<file path="src/rtl/stack_cmd_ctrl.sv">
// Push/pop command front-end for a hardware stack: synchronizes and debounces two
// raw buttons, turns each press into at most one registered strobe, and tracks misuse.
module stack_cmd_ctrl #(
    parameter int WIDTH     = 4,
    parameter int DB_CYCLES = 16
) (
    input  logic             clk,
    input  logic             rstn,
    input  logic             btn_push,
    input  logic             btn_pop,
    input  logic [WIDTH-1:0] sw,
    input  logic             full,
    input  logic             empty,
    output logic             push,
    output logic             pop,
    output logic [WIDTH-1:0] din,
    output logic             ovf,
    output logic             udf
);

    typedef enum logic {
        IDLE     = 1'b0,
        WAIT_REL = 1'b1
    } state_t;

    localparam logic [15:0] DB_LAST = 16'(DB_CYCLES - 1);

    // Bit 0 carries the push button, bit 1 the pop button.
    logic [1:0]       meta_q, sync_q;
    logic [1:0]       deb_q, deb_d, deb_prev_q, rise_q;
    logic [15:0]      cnt_q [2];
    logic [15:0]      cnt_d [2];

    state_t           state_q, state_d;
    logic             push_q, push_d, pop_q, pop_d;
    logic             ovf_q, ovf_d, udf_q, udf_d;
    logic [WIDTH-1:0] din_q, din_d;

    // Two-flop synchronizer for both raw buttons
    always_ff @(posedge clk or negedge rstn) begin
        if (!rstn) begin
            meta_q <= 2'b00;
            sync_q <= 2'b00;
        end else begin
            meta_q <= {btn_pop, btn_push};
            sync_q <= meta_q;
        end
    end

    // Debounce next-state: count consecutive disagreeing cycles, accept on the last one
    always_comb begin
        deb_d = deb_q;
        for (int i = 0; i < 2; i++) begin
            cnt_d[i] = cnt_q[i];
            if (sync_q[i] == deb_q[i]) begin
                cnt_d[i] = 16'd0;
            end else if (cnt_q[i] == DB_LAST) begin
                deb_d[i] = sync_q[i];
                cnt_d[i] = 16'd0;
            end else begin
                cnt_d[i] = cnt_q[i] + 16'd1;
            end
        end
    end

    // Debounced levels, counters and registered rise pulses
    always_ff @(posedge clk or negedge rstn) begin
        if (!rstn) begin
            deb_q      <= 2'b00;
            deb_prev_q <= 2'b00;
            rise_q     <= 2'b00;
            for (int i = 0; i < 2; i++) begin
                cnt_q[i] <= 16'd0;
            end
        end else begin
            deb_q      <= deb_d;
            deb_prev_q <= deb_q;
            rise_q     <= deb_q & ~deb_prev_q;
            for (int i = 0; i < 2; i++) begin
                cnt_q[i] <= cnt_d[i];
            end
        end
    end

    // Command FSM: one decision per press, then wait until both buttons are released
    always_comb begin
        state_d = state_q;
        push_d  = 1'b0;
        pop_d   = 1'b0;
        din_d   = din_q;
        ovf_d   = ovf_q;
        udf_d   = udf_q;
        case (state_q)
            IDLE: begin
                if (rise_q[0] && rise_q[1]) begin
                    state_d = WAIT_REL;
                end else if (rise_q[0]) begin
                    state_d = WAIT_REL;
                    if (full) begin
                        ovf_d = 1'b1;
                    end else begin
                        push_d = 1'b1;
                        din_d  = sw;
                        ovf_d  = 1'b0;
                    end
                end else if (rise_q[1]) begin
                    state_d = WAIT_REL;
                    if (empty) begin
                        udf_d = 1'b1;
                    end else begin
                        pop_d = 1'b1;
                        udf_d = 1'b0;
                    end
                end else begin
                    state_d = IDLE;
                end
            end
            WAIT_REL: begin
                if (deb_q == 2'b00) begin
                    state_d = IDLE;
                end else begin
                    state_d = WAIT_REL;
                end
            end
            default: begin
                state_d = IDLE;
            end
        endcase
    end

    // FSM state and registered outputs
    always_ff @(posedge clk or negedge rstn) begin
        if (!rstn) begin
            state_q <= IDLE;
            push_q  <= 1'b0;
            pop_q   <= 1'b0;
            din_q   <= '0;
            ovf_q   <= 1'b0;
            udf_q   <= 1'b0;
        end else begin
            state_q <= state_d;
            push_q  <= push_d;
            pop_q   <= pop_d;
            din_q   <= din_d;
            ovf_q   <= ovf_d;
            udf_q   <= udf_d;
        end
    end

    assign push = push_q;
    assign pop  = pop_q;
    assign din  = din_q;
    assign ovf  = ovf_q;
    assign udf  = udf_q;

endmodule
</file>
<file path="config.mk">
export PLATFORM = sky130hd
export DESIGN_NAME = stack_cmd_ctrl
export DESIGN_NICKNAME = d
export VERILOG_FILES = /design/src/rtl/stack_cmd_ctrl.sv
export SDC_FILE = /design/constraint.sdc
export NUM_CORES = 1
export LEC_CHECK = 0
export BUFFER_PORTS_ARGS = -buffer_cell sky130_fd_sc_hd__clkbuf_2
export CORE_MARGIN = 2
export CORE_UTILIZATION = 45
export CTS_CLUSTER_DIAMETER = 30
export CTS_CLUSTER_SIZE = 28
export DETAILED_ROUTE_END_ITERATION = 12
export HOLD_SLACK_MARGIN = 0.06
export PLACE_DENSITY_LB_ADDON = 0.15
export SLEW_MARGIN = 10
export SYNTH_ARGS = -nofsm -noshare
export SYNTH_HDL_FRONTEND = slang
export SYNTH_SLANG_ARGS = --single-unit
</file>
<file path="constraint.sdc">
create_clock -name clk -period 2.8 [get_ports clk]
set_input_delay 0.14 -clock clk [delete_from_list [all_inputs] [get_ports clk]]
set_output_delay 0.14 -clock clk [all_outputs]
set_load 0.05 [all_outputs]
</file>
---- After elaboration in Yosys (flattened, before gate mapping) ----
Index checks and enable logic that the tools add are counted.
cells by class
  $add $sub $neg .......................... 2
  $mul .................................... 0
  divide/modulo/power cells ............... 0
  order comparisons ....................... 0
  equality and inequality tests ........... 4
  shift operators ......................... 0
  muxes and demuxes ....................... 20
  bitwise logic cells ..................... 8
  reductions and logical operators ........ 7
operator list
  operator                 number
  $mux W16                 4
  $add A16 B1 Y16 const B  2
  $eq A16 B4 Y1 const B    2
  $mux W1                  15
  $reduce_and A4 Y1        2
  $not A1 Y1               6
  $reduce_and A2 Y1        2
  $reduce_and A3 Y1        1
  $and A2 B2 Y2            1
  $eq A1 B1 Y1             2
  $logic_not A2 Y1         1
  $not A2 Y2               1
  $pmux W1 S2              1
  $logic_and A1 B1 Y1      1
word-level totals
  register bits after elaboration ......... 51
  bits in latches ......................... 0
  memory bits (writable) .................. 0
  memory bits (read-only) ................. 0
  bits of input ports ..................... 10
  output and inout port bits .............. 8
  logic and storage cells ................. 55
  memories kept ........................... 0

---- Depth between registers and ports, before layout ----
Gate-level depths: netlist of the first run.
  word-level depth ........................ 5
  mapped depth ............................ 6
  gate-level depth less buffers ........... 5

---- Worst setup path before layout of the first run ----
OpenSTA, ideal clock, no wires.
  path type ............................... register to register
  from .................................... register cnt_q[0] in the netlist's numbering
  to ...................................... register cnt_q[10] in the netlist's numbering
  library setup time ...................... 0.132 ns
  arrival time ............................ 1.503 ns
  data required time ...................... 2.668 ns
  slack ................................... 1.166 ns
  stages on the path, launching flop included .. 7
  path through ............................ dfrtp_1 -> ha_1 -> nand3_1 -> nand4b_1 -> nand2_1 -> clkbuf_1 -> nor2_1
RTL lines
  element                          line  source
  start, declared                  31    logic [15:0] cnt_q [2];
  start signal, assigned by index  80    cnt_q[i] <= cnt_d[i];

==> qor.tcl, run 1 <==
set qor(outcome) {finished, final reports clean}
set qor(globalRouteOverflowTotal) 0
set qor(drt_pre_antenna_iters) 4
set qor(timing.critical_path.depth) 5
set qor(core_footprint_mm2) 0.00469
set qor(cap_violations) 0
set qor(die_area_mm2) 0.00540
set qor(ant_nets) 0
set qor(synth_largest_area_cell) {sky130_fd_sc_hd__dfrtp_1}
set qor(path_max_fanout) 15
set qor(reg_to_reg_end) {cnt_q[8]}
set qor(cp-start-kind) {flop}
set qor(htree_levels) 2
set qor(antenna_found_initial) 0
set qor(synth_net_count) 211
set qor(post_layout_util) 0.531
set qor(place_worst_setup_slack_ns) 0.996
set qor(io-pin-count) 18
set qor(reg2reg_from) {cnt_q[0]}
set qor(tightestPinTransition_ns) 0.501
set qor(final.fill_count) 428
set qor(grt_max_degree) 38
set qor(clk_pin_slew_ns) 0.09
set qor(routabilityCongestion) 0.920
set qor(crit_required_ns) 2.97
set qor(fp.dieW_um) 73.5
set qor(post-route-min-period_ns) 1.84
set qor(sequential_cell_area_fraction_in_the_yosys_report) 0.587
set qor(drive_above_1_share) 0.154
set qor(report.final.hold_viol_count) 0
set qor(synth_area_leaders) {sky130_fd_sc_hd__dfrtp_1 59%, sky130_fd_sc_hd__xnor2_1 10%, sky130_fd_sc_hd__nor2_1 6.7%}
set qor(detail_route.drc_violations) 0
set qor(yosysWarnings) 0
set qor(peakVddDrop_mv) 0.277
set qor(setup_violations) 0
set qor(cp_slowest_stage_delay_ns) 0.43
set qor(clock.fmax_ghz) 0.544
set qor(detail_route.iter0.violations) 42
set qor(synth.distinct_cells) 24
set qor(layout_setup_ws_ns) 0.962
set qor(post_synth_inst_count) 199
set qor(grt_pass1_vias) 1457
set qor(cp.buffers_inverters) 0
set qor(cts-root-to-sink-buffers) 2
set qor(slowest_stage) {sky130_fd_sc_hd__nand2_1}
set qor(globalRouteTotalUtil) 0.159
set qor(rsz_0062_raised_after_global_routing) {false}
set qor(clock_latency_reported_for_the_late_side_of_the_worst_skew_pair_ns) 0.30
set qor(areaGrowthSynthToFinish_pct) 14.7
set qor(average_instance_area_after_synthesis_um2) 10.9
set qor(power.static_leakage_nw) 1.08
set qor(setup-tns-final_ns) 0
set qor(cts_resized) 0
set qor(via_per_inst) 5.24
set qor(tritoncts_clock_tree) {done}
set qor(timing.final.max_slew_violations) 0
set qor(first_pass_grt_wire_length_mm) 6.56
set qor(cts.root.buffer_cell) {sky130_fd_sc_hd__clkbuf_8}
set qor(postRouteWirelength_mm) 3.87
set qor(setup.worst_path.start) {cnt_q[0]}
set qor(io_buffer_count) 17
set qor(timing.slew.headroom) 0.665
set qor(nNetsFinal) 239
set qor(areal_power_density_over_the_cells_mw_per_mm2) 541
set qor(reg2reg_depth) 5
set qor(crit_chain) {ha_1 > nand3_1 > nand4b_1 > nand2_1 > nor2_1}
set qor(initial_core_utilization) 0.463
set qor(cp.arrival_ns) 2.01
set qor(setup.worst_path.end) {cnt_q[8]}
set qor(hpwlAfterDp_mm) 2.72
set qor(worst-setup-path-type) {flop to flop}
set qor(dieHeight_um) 73.5
set qor(ys_ff_latch) 51
set qor(drt-wirelength-per-cell_um) 13.7
set qor(dr.max_layer_used) {met4}
set qor(antenna_cells) 0
set qor(hold_path.class) {input pin to flop}
set qor(met2_length_mm) 1.81
set qor(timing.clock.skew_ns) 0.00482
set qor(route.layer.met1.wl_mm) 1.90
set qor(rrSetupSlack_ns) 0.96
set qor(cts.sinks) 51
set qor(cell_type_group_with_the_largest_total_delay_on_the_critical_path) {simple AND/OR/NAND/NOR gates}
set qor(netlist_area_pre_place_mm2) 0.00217
set qor(total_power_mw) 1.35
set qor(fin_crit_sh) 0.656
set qor(number_of_buffers_inserted_during_clock_tree_synthesis) 5
set qor(end_kind) {flop}
set qor(placement_rows) 25
set qor(wl_met3_um) 100
set qor(yosysTopAreaCellShare) 0.587
set qor(num_vias) 1479
[layout make-up]
cell class / instances / area (µm²) / share of cell area
Sequential cell: 51 / 1280 / 0.512
Multi-Input combinational cell: 140 / 868 / 0.348
Inverter: 6 / 22.5 / 0.00903
Timing Repair Buffer: 23 / 143 / 0.0572
Clock buffer: 5 / 68.8 / 0.0276
Tap cell: 54 / 67.6 / 0.0271
Clock inverter: 3 / 47.5 / 0.0191
[state kept, by name, summed over array words and instances (netlist names)]
register / count
rise_q: 2
cnt_q: 32
deb_prev_q: 2
ovf: 1
pop: 1
deb_q: 2
sync_q: 2
din: 4
udf: 1
push: 1
meta_q: 2
state_q: 1
[worst min path at each step]
stage	startpoint	depth (start not counted)	end	slack, ns
floorplan	rstn	0	cnt_q[0]	-0.16
global placement	rstn	1	cnt_q[24]	0.07
detailed placement	rstn	1	cnt_q[24]	0.08
CTS	sw[0]	2	din[0]	0.07
global route	sw[2]	2	din[2]	0.07
finish	sw[0]	2	din[0]	0.07
[metrics by stage]
step / cell area [µm²] / instances / hold slack, ns
after floorplan: 2170 / 199 / -0.156
after global placement: 2330 / 269 / 0.0674
after detailed placement: 2330 / 269 / 0.0789
after CTS: 2490 / 282 / 0.0670
after global routing: 2490 / 282 / 0.0655
final: 2490 / 282 / 0.0709
[synthesized netlist by cell type]
master and count:
sky130_fd_sc_hd__a21oi_1 2, sky130_fd_sc_hd__and3_1 3, sky130_fd_sc_hd__clkbuf_1 2, sky130_fd_sc_hd__dfrtp_1 51, sky130_fd_sc_hd__ha_1 2, sky130_fd_sc_hd__inv_1 6, sky130_fd_sc_hd__mux2_1 1, sky130_fd_sc_hd__mux2_2 7
sky130_fd_sc_hd__nand2_1 10, sky130_fd_sc_hd__nand3_1 9, sky130_fd_sc_hd__nand3_2 1, sky130_fd_sc_hd__nand4_1 7, sky130_fd_sc_hd__nand4_2 1, sky130_fd_sc_hd__nand4b_1 1, sky130_fd_sc_hd__nor2_1 39, sky130_fd_sc_hd__nor2b_1 3
sky130_fd_sc_hd__nor3_1 10, sky130_fd_sc_hd__nor3b_1 1, sky130_fd_sc_hd__nor4_1 11, sky130_fd_sc_hd__o31ai_1 1, sky130_fd_sc_hd__or3_1 1, sky130_fd_sc_hd__or4_1 1, sky130_fd_sc_hd__xnor2_1 25, sky130_fd_sc_hd__xor2_1 4
[report_power, final]
part           internal, mW  switching, mW
combinational        0.0231         0.0462
clock                 0.271          0.246
sequential            0.750         0.0125
[placed cells by master (no fill, tap or decap), types with 3 or more instances in the layout]
cell                            synthesis  routed
sky130_fd_sc_hd__nor4_1                11      11
sky130_fd_sc_hd__nand4_1                7       7
sky130_fd_sc_hd__nand2_1               10      10
sky130_fd_sc_hd__nand3_1                9       9
sky130_fd_sc_hd__nor2_1                39      39
sky130_fd_sc_hd__nor3_1                10      10
sky130_fd_sc_hd__xnor2_1               25      25
sky130_fd_sc_hd__inv_1                  6       6
sky130_fd_sc_hd__dfrtp_1               51      51
sky130_fd_sc_hd__dlygate4sd3_1          0       5
sky130_fd_sc_hd__xor2_1                 4       4
sky130_fd_sc_hd__nor2b_1                3       3
sky130_fd_sc_hd__and3_1                 3       3
sky130_fd_sc_hd__mux2_2                 7       7
sky130_fd_sc_hd__clkbuf_2               0      17
sky130_fd_sc_hd__clkbuf_8               0       5
[per-layer routing]
| layer | up-vias | GRT usage |
|---|---|---|
| met5 | - | 0 |
| met4 | 0 | 0.0606 |
| met3 | 6 | 0.0425 |
| met2 | 13 | 0.249 |
| met1 | 726 | 0.210 |
| li1 | 734 | - |
[cells by family (layout without fill, tap and decap cells)]
kind of cell / after synthesis / in the layout / synth area share
simple gates: 98 / 98 / 0.222
flops: 51 / 51 / 0.587
xor+xnor: 29 / 29 / 0.117
mux: 8 / 8 / 0.0414
buf+inv: 8 / 37 / 0.0138
compound gates: 3 / 3 / 0.00806
fa+ha+maj: 2 / 2 / 0.0115
[timing repair]
action	4_1_cts	5_1_grt
hold buffers	5	0
setup buffers	0	0
endpoints found under the hold margin	18	0
(Power assumes the default switching activity.)
==> run 2, diff against run 1 <==
clock period = 1.6 ns   (was 2.8 ns; I/O delays follow)
==> run 2 against run 1 <==
  * Via count grew 8.4%
  * Final cell count is 7.4% higher
  * Combinational power up 130%
  * Count of clock-buffer cells in the layout is the same
  * Critical path type unchanged
==> qor.tcl, run 2 (synthesized netlist as in run 1, its figures left out) <==
set qor(end_kind) {flop} ;# unchanged
set qor(globalRouteOverflowTotal) 0 ;# unchanged
set qor(dr.max_layer_used) {met4} ;# unchanged
set qor(drt-wirelength-per-cell_um) 13.9 ;# was 13.7 µm
set qor(drive_above_1_share) 0.249 ;# was 0.154
set qor(most_frequent_cells_in_the_layout) {51 x sky130_fd_sc_hd__dfrtp_1, 39 x sky130_fd_sc_hd__nor2_1, 25 x sky130_fd_sc_hd__xnor2_1, 17 x sky130_fd_sc_hd__clkbuf_2, 15 x sky130_fd_sc_hd__buf_4} ;# was 51 x sky130_fd_sc_hd__dfrtp_1, 39 x sky130_fd_sc_hd__nor2_1, 25 x sky130_fd_sc_hd__xnor2_1, 17 x sky130_fd_sc_hd__clkbuf_2, 11 x sky130_fd_sc_hd__nor4_1
set qor(io-pin-count) 18 ;# unchanged
set qor(hold_path.class) {input pin to asynchronous set/reset pin} ;# was input pin to flop
set qor(placement_rows) 25 ;# unchanged
set qor(slowest_stage) {sky130_fd_sc_hd__or4_4} ;# was sky130_fd_sc_hd__nand2_1
set qor(core_footprint_mm2) 0.00469 ;# unchanged
set qor(cts-root-to-sink-buffers) 2 ;# unchanged
set qor(timing.final.max_slew_violations) 0 ;# unchanged
set qor(registers.top_by_ff_count) {cnt_q} ;# unchanged
set qor(drt_pre_antenna_iters) 4 ;# unchanged
set qor(nNetsFinal) 260 ;# was 239
set qor(htree_levels) 2 ;# unchanged
set qor(fin_crit_sh) 0.976 ;# was 0.656
set qor(ant_nets) 0 ;# unchanged
set qor(placement.cell_area_mm2) 0.00246 ;# was 0.00233 mm²
set qor(grt_max_degree) 33 ;# was 38
set qor(via_per_inst) 5.29 ;# was 5.24
set qor(cts.root.buffer_cell) {sky130_fd_sc_hd__clkbuf_8} ;# unchanged
set qor(final_cell_area_mm2) 0.00272 ;# was 0.00249 mm²
set qor(timing.clock.skew_ns) 0.0110 ;# was 0.00482 ns
set qor(post_layout_util) 0.580 ;# was 0.531
set qor(route.layer.met1.wl_mm) 1.88 ;# was 1.90 mm
set qor(antenna_found_initial) 0 ;# unchanged
set qor(clk_pin_slew_ns) 0.10 ;# was 0.09 ns
set qor(reg2reg_depth) 4 ;# was 5
set qor(antenna_cells) 0 ;# unchanged
set qor(reg2reg_from) {cnt_q[21]} ;# was cnt_q[0]
set qor(path_max_fanout) 3 ;# was 15
set qor(cp.arrival_ns) 1.82 ;# was 2.01 ns
set qor(hpwlAfterDp_mm) 2.89 ;# was 2.72 mm
set qor(peakVddDrop_mv) 0.485 ;# was 0.277 mV
set qor(rrSetupSlack_ns) 0.04 ;# was 0.96 ns
set qor(crit_chain) {nand3_2 > or3_4 > or4_4 > a21oi_2} ;# was ha_1 > nand3_1 > nand4b_1 > nand2_1 > nor2_1
set qor(tightestPinTransition_ns) 0.538 ;# was 0.501 ns
set qor(setup-tns-final_ns) 0 ;# unchanged
set qor(max_reg_flops) 32 ;# unchanged
set qor(final.hold.worst_slack_ns) 0.273 ;# was 0.0709 ns
set qor(clock_latency_reported_for_the_late_side_of_the_worst_skew_pair_ns) 0.32 ;# was 0.30 ns
set qor(layout_commonest_cell) {sky130_fd_sc_hd__dfrtp_1} ;# unchanged
set qor(cap_violations) 0 ;# unchanged
set qor(cp_slowest_stage_delay_ns) 0.48 ;# was 0.43 ns
set qor(met2_length_mm) 2.04 ;# was 1.81 mm
set qor(postRouteWirelength_mm) 4.22 ;# was 3.87 mm
set qor(place_worst_setup_slack_ns) -0.00450 ;# was 0.996 ns
set qor(tritoncts_clock_tree) {done} ;# unchanged
set qor(number_of_buffers_inserted_during_clock_tree_synthesis) 5 ;# unchanged
set qor(outcome) {finished, final reports clean} ;# unchanged
set qor(detail_route.drc_violations) 0 ;# unchanged
set qor(initial_core_utilization) 0.463 ;# unchanged
set qor(first_pass_grt_wire_length_mm) 7.00 ;# was 6.56 mm
set qor(detail_route.iter0.violations) 237 ;# was 42
set qor(cp-start-kind) {flop} ;# unchanged
set qor(timing.slew.headroom) 0.642 ;# was 0.665
set qor(dieHeight_um) 73.5 ;# unchanged
set qor(worst-setup-path-type) {flop to flop} ;# unchanged
set qor(layoutNonFillerInstCount) 303 ;# was 282
set qor(placed_cells_incl_taps) 282 ;# was 269
set qor(io_buffer_count) 17 ;# unchanged
set qor(areal_power_density_over_the_cells_mw_per_mm2) 837 ;# was 541 mW/mm²
set qor(crit_required_ns) 1.86 ;# was 2.97 ns
set qor(report.final.hold_viol_count) 0 ;# unchanged
set qor(wl_met3_um) 163 ;# was 100 µm
set qor(globalRouteTotalUtil) 0.173 ;# was 0.159
set qor(layout_setup_ws_ns) 0.0378 ;# was 0.962 ns
set qor(clock.fmax_ghz) 0.640 ;# was 0.544 GHz
set qor(post-route-min-period_ns) 1.56 ;# was 1.84 ns
set qor(die_area_mm2) 0.00540 ;# unchanged
set qor(grt_pass1_vias) 1564 ;# was 1457
set qor(cts.sinks) 51 ;# unchanged
set qor(reg_to_reg_end) {cnt_q[31]} ;# was cnt_q[8]
set qor(fp.dieW_um) 73.5 ;# unchanged
set qor(setup_violations) 0 ;# unchanged
set qor(power.static_leakage_nw) 1.19 ;# was 1.08 nW
set qor(areaGrowthSynthToFinish_pct) 25.2 ;# was 14.7%
set qor(total_power_mw) 2.28 ;# was 1.35 mW
set qor(num_vias) 1603 ;# was 1479
set qor(routabilityCongestion) 0.864 ;# was 0.920
run 2: cell types whose count changed in the layout (fill, tap and decap cells not counted), moves of 2 or more:
cell                            before  now
sky130_fd_sc_hd__buf_12              0    3
sky130_fd_sc_hd__buf_4               1   15
sky130_fd_sc_hd__dlygate4sd3_1       5    9
sky130_fd_sc_hd__nand3_1             9    7
sky130_fd_sc_hd__nand3_2             1    3
sky130_fd_sc_hd__nor4_1             11    9
sky130_fd_sc_hd__nor4_2              0    2
run 2: area by class of cell:
type,count,area [µm²]
Inverter,6,22.5
Clock inverter,3,26.3
Clock buffer,5,68.8
Fill cell,383,1970
Tap cell,54,67.6
Multi-Input combinational cell,140,913
Sequential cell,51,1280
Timing Repair Buffer,44,348
run 2: worst max path at each step:
| stage | startpoint | end | depth (start not counted) |
|---|---|---|---|
| 3_5_place_dp | cnt_q[20] | cnt_q[31] | 4 |
| 2_1_floorplan | cnt_q[21] | cnt_q[31] | 4 |
| 6_report | cnt_q[21] | cnt_q[31] | 4 |
| 3_3_place_gp | cnt_q[20] | cnt_q[31] | 4 |
| 5_1_grt | cnt_q[19] | cnt_q[31] | 4 |
| 4_1_cts | cnt_q[17] | cnt_q[30] | 5 |
run 2: metal layers:
metal	vias up	track usage
met1	780	0.213
met3	15	0.0576
met2	31	0.266
li1	777	-
met4	0	0.101
met5	-	0
run 2: what timing repair did:
action	in CTS	in global routing
buffers inserted	1	3
resized for setup	0	10
endpoints found under the hold margin	29	0
hold buffers	9	0
pin swaps	0	5
endpoints found under the setup margin	1	19
run 2: report_power, final:
group	internal, mW	leakage (nW)	total (mW)	switching, mW
logic	0.0650	0.448	0.156	0.0908
registers	1.31	0.692	1.33	0.0204
clock network	0.322	0.0491	0.789	0.467
total	1.70	1.19	2.28	0.578
run 2: worst max-delay path: cells and delay by family, from the launching register on:
family           cells  cell delay [ns]
AND/OR/NAND/NOR      3             0.96
flip-flops           1             0.41
AO/OA/AOI/OAI        1             0.13
==> run 3, diff against run 2 <==
CTS_BUF_LIST = sky130_fd_sc_hd__clkbuf_16   (was not set)
==> run 3 against run 2 <==
  * Critical path type unchanged
  * Non-clock buffer count is the same
  * Final cell count is the same
  * Critical path depth is the same
  * Wire length shrank 1.9%
  * Largest power group unchanged
  * Count of clock-buffer cells in the layout is the same
  * Maximum frequency grew 1.2%
==> qor.tcl, run 3 (synthesized netlist as in run 1, its figures left out) <==
set qor(cts.sinks) 51 ;# unchanged
set qor(place_worst_setup_slack_ns) -0.00450 ;# unchanged
set qor(cts-root-to-sink-buffers) 2 ;# unchanged
set qor(total_power_mw) 2.58 ;# was 2.28 mW
set qor(report.final.hold_viol_count) 0 ;# unchanged
set qor(globalRouteOverflowTotal) 0 ;# unchanged
set qor(registers.top_by_ff_count) {cnt_q} ;# unchanged
set qor(layout_commonest_cell) {sky130_fd_sc_hd__dfrtp_1} ;# unchanged
set qor(tightestPinTransition_ns) 0.536 ;# was 0.538 ns
set qor(fp.dieW_um) 73.5 ;# unchanged
set qor(placement_rows) 25 ;# unchanged
set qor(layout_setup_ws_ns) 0.0562 ;# was 0.0378 ns
set qor(io_buffer_count) 17 ;# unchanged
set qor(postRouteWirelength_mm) 4.15 ;# was 4.22 mm
set qor(most_frequent_cells_in_the_layout) {51 x sky130_fd_sc_hd__dfrtp_1, 39 x sky130_fd_sc_hd__nor2_1, 25 x sky130_fd_sc_hd__xnor2_1, 17 x sky130_fd_sc_hd__clkbuf_2, 15 x sky130_fd_sc_hd__buf_4} ;# unchanged
set qor(setup-tns-final_ns) 0 ;# unchanged
set qor(clock_latency_reported_for_the_late_side_of_the_worst_skew_pair_ns) 0.30 ;# was 0.32 ns
set qor(clk_pin_slew_ns) 0.07 ;# was 0.10 ns
set qor(globalRouteMet2Util) 0.263 ;# was 0.266
set qor(num_vias) 1587 ;# was 1603
set qor(power.static_leakage_nw) 1.22 ;# was 1.19 nW
set qor(cp-start-kind) {flop} ;# unchanged
set qor(crit_required_ns) 1.83 ;# was 1.86 ns
set qor(gr-usage-met1) 0.210 ;# was 0.213
set qor(rsz_0062_raised_after_global_routing) {false}
set qor(number_of_buffers_inserted_during_clock_tree_synthesis) 5 ;# unchanged
set qor(ant_nets) 0 ;# unchanged
set qor(area_occupied_by_multi_input_gates_um2) 900 ;# was 913 µm²
set qor(antenna_found_initial) 0 ;# unchanged
set qor(dieHeight_um) 73.5 ;# unchanged
set qor(tritoncts_clock_tree) {done} ;# unchanged
set qor(detail_route.iter0.violations) 197 ;# was 237
set qor(first_pass_grt_wire_length_mm) 6.87 ;# was 7.00 mm
set qor(routabilityCongestion) 0.864 ;# unchanged
set qor(max_reg_flops) 32 ;# unchanged
set qor(initial_core_utilization) 0.463 ;# unchanged
set qor(regArea_mm2) 0.00128 ;# unchanged
set qor(via_per_inst) 5.24 ;# was 5.29
set qor(use_met3) 0.0370 ;# was 0.0576
set qor(core_footprint_mm2) 0.00469 ;# unchanged
set qor(clock.fmax_ghz) 0.648 ;# was 0.640 GHz
set qor(cp.arrival_ns) 1.77 ;# was 1.82 ns
set qor(final.hold.worst_slack_ns) 0.304 ;# was 0.273 ns
set qor(die_area_mm2) 0.00540 ;# unchanged
set qor(peakVddDrop_mv) 0.451 ;# was 0.485 mV
set qor(globalRouteTotalUtil) 0.168 ;# was 0.173
set qor(areaGrowthSynthToFinish_pct) 27.2 ;# was 25.2%
set qor(detail_route.drc_violations) 0 ;# unchanged
set qor(grt_pass1_vias) 1550 ;# was 1564
set qor(drt_pre_antenna_iters) 4 ;# unchanged
set qor(timing.final.max_slew_violations) 0 ;# unchanged
set qor(timing.slew.headroom) 0.642 ;# about the same
set qor(end_kind) {flop} ;# unchanged
set qor(worst-setup-path-type) {flop to flop} ;# unchanged
set qor(path_max_fanout) 3 ;# unchanged
set qor(hold_path.class) {input pin to asynchronous set/reset pin} ;# unchanged
set qor(antenna_cells) 0 ;# unchanged
set qor(cts.root.buffer_cell) {sky130_fd_sc_hd__clkbuf_16} ;# was sky130_fd_sc_hd__clkbuf_8
set qor(outcome) {finished, final reports clean} ;# unchanged
set qor(final.fill_count) 373 ;# was 383
set qor(fin_crit_sh) 0.965 ;# was 0.976
set qor(areal_power_density_over_the_cells_mw_per_mm2) 935 ;# was 837 mW/mm²
set qor(nNetsFinal) 260 ;# unchanged
set qor(setup_violations) 0 ;# unchanged
set qor(grt_max_degree) 33 ;# unchanged
set qor(post-route-min-period_ns) 1.54 ;# was 1.56 ns
set qor(grt_busiest_layer) {met2} ;# unchanged
set qor(htree_levels) 2 ;# unchanged
set qor(post_layout_util) 0.589 ;# was 0.580
set qor(drive_above_1_share) 0.237 ;# was 0.249
set qor(hpwlAfterDp_mm) 2.89 ;# unchanged
set qor(cap_violations) 0 ;# unchanged
set qor(timing.clock.skew_ns) 0.00659 ;# was 0.0110 ns
set qor(drt-wirelength-per-cell_um) 13.7 ;# was 13.9 µm
set qor(io-pin-count) 18 ;# unchanged
[run 3: cell counts in the layout (fill, tap and decap cells not counted)]
Identical to the previous run, type by type.
[run 3: cell type report]
type	instances	area share
Clock buffer	5	0.0452
Clock inverter	3	0.00950
Inverter	6	0.00814
Multi-Input combinational cell	140	0.325
Sequential cell	51	0.462
Tap cell	54	0.0244
Timing Repair Buffer	44	0.126
[run 3: timing repair]
item / CTS / global route
pin swaps: 0 / 3
endpoints found under the setup margin: 1 / 19
hold endpoints to repair: 29 / 0
gates resized for setup: 0 / 7
hold buffers: 9 / 0
setup buffers: 1 / 3
[run 3: final timing paths]
kind | from | to | slack [ns] | cells past startpoint
max in group asynchronous | rstn | cnt_q[14] | 0.75 | 3
setup reg to reg | cnt_q[21] | cnt_q[31] | 0.06 | 4
hold / removal | rstn | cnt_q[11] | 0.30 | 2
hold reg to reg | meta_q[0] | sync_q[0] | 0.34 | 0
min in group clk | meta_q[0] | sync_q[0] | 0.34 | 0
setup / recovery | cnt_q[21] | cnt_q[31] | 0.06 | 4
[run 3: worst max-delay path: stages (launching register included)]
cell and delay, ns:
sky130_fd_sc_hd__dfrtp_1 0.41, sky130_fd_sc_hd__nand3_2 0.09, sky130_fd_sc_hd__or3_4 0.38, sky130_fd_sc_hd__or4_4 0.49, sky130_fd_sc_hd__a21oi_2 0.12
[run 3: power by group]
part	internal (mW)	switching (mW)
Combinational	0.0695	0.0932
Clock	0.594	0.495
Sequential	1.31	0.0185
[run 3: through the flow]
step                      cell area [µm²]  std cells
after global placement               2460        282
after floorplan                      2180        199
after CTS                            2710        300
final                                2770        303
after global routing                 2770        303
after detailed placement             2460        282
[run 3: routing by layer]
metal,part of all wire,up-vias
met1,0.45,769
li1,-,776
met5,0,-
met2,0.49,29
met3,0.028,13
met4,0.034,0
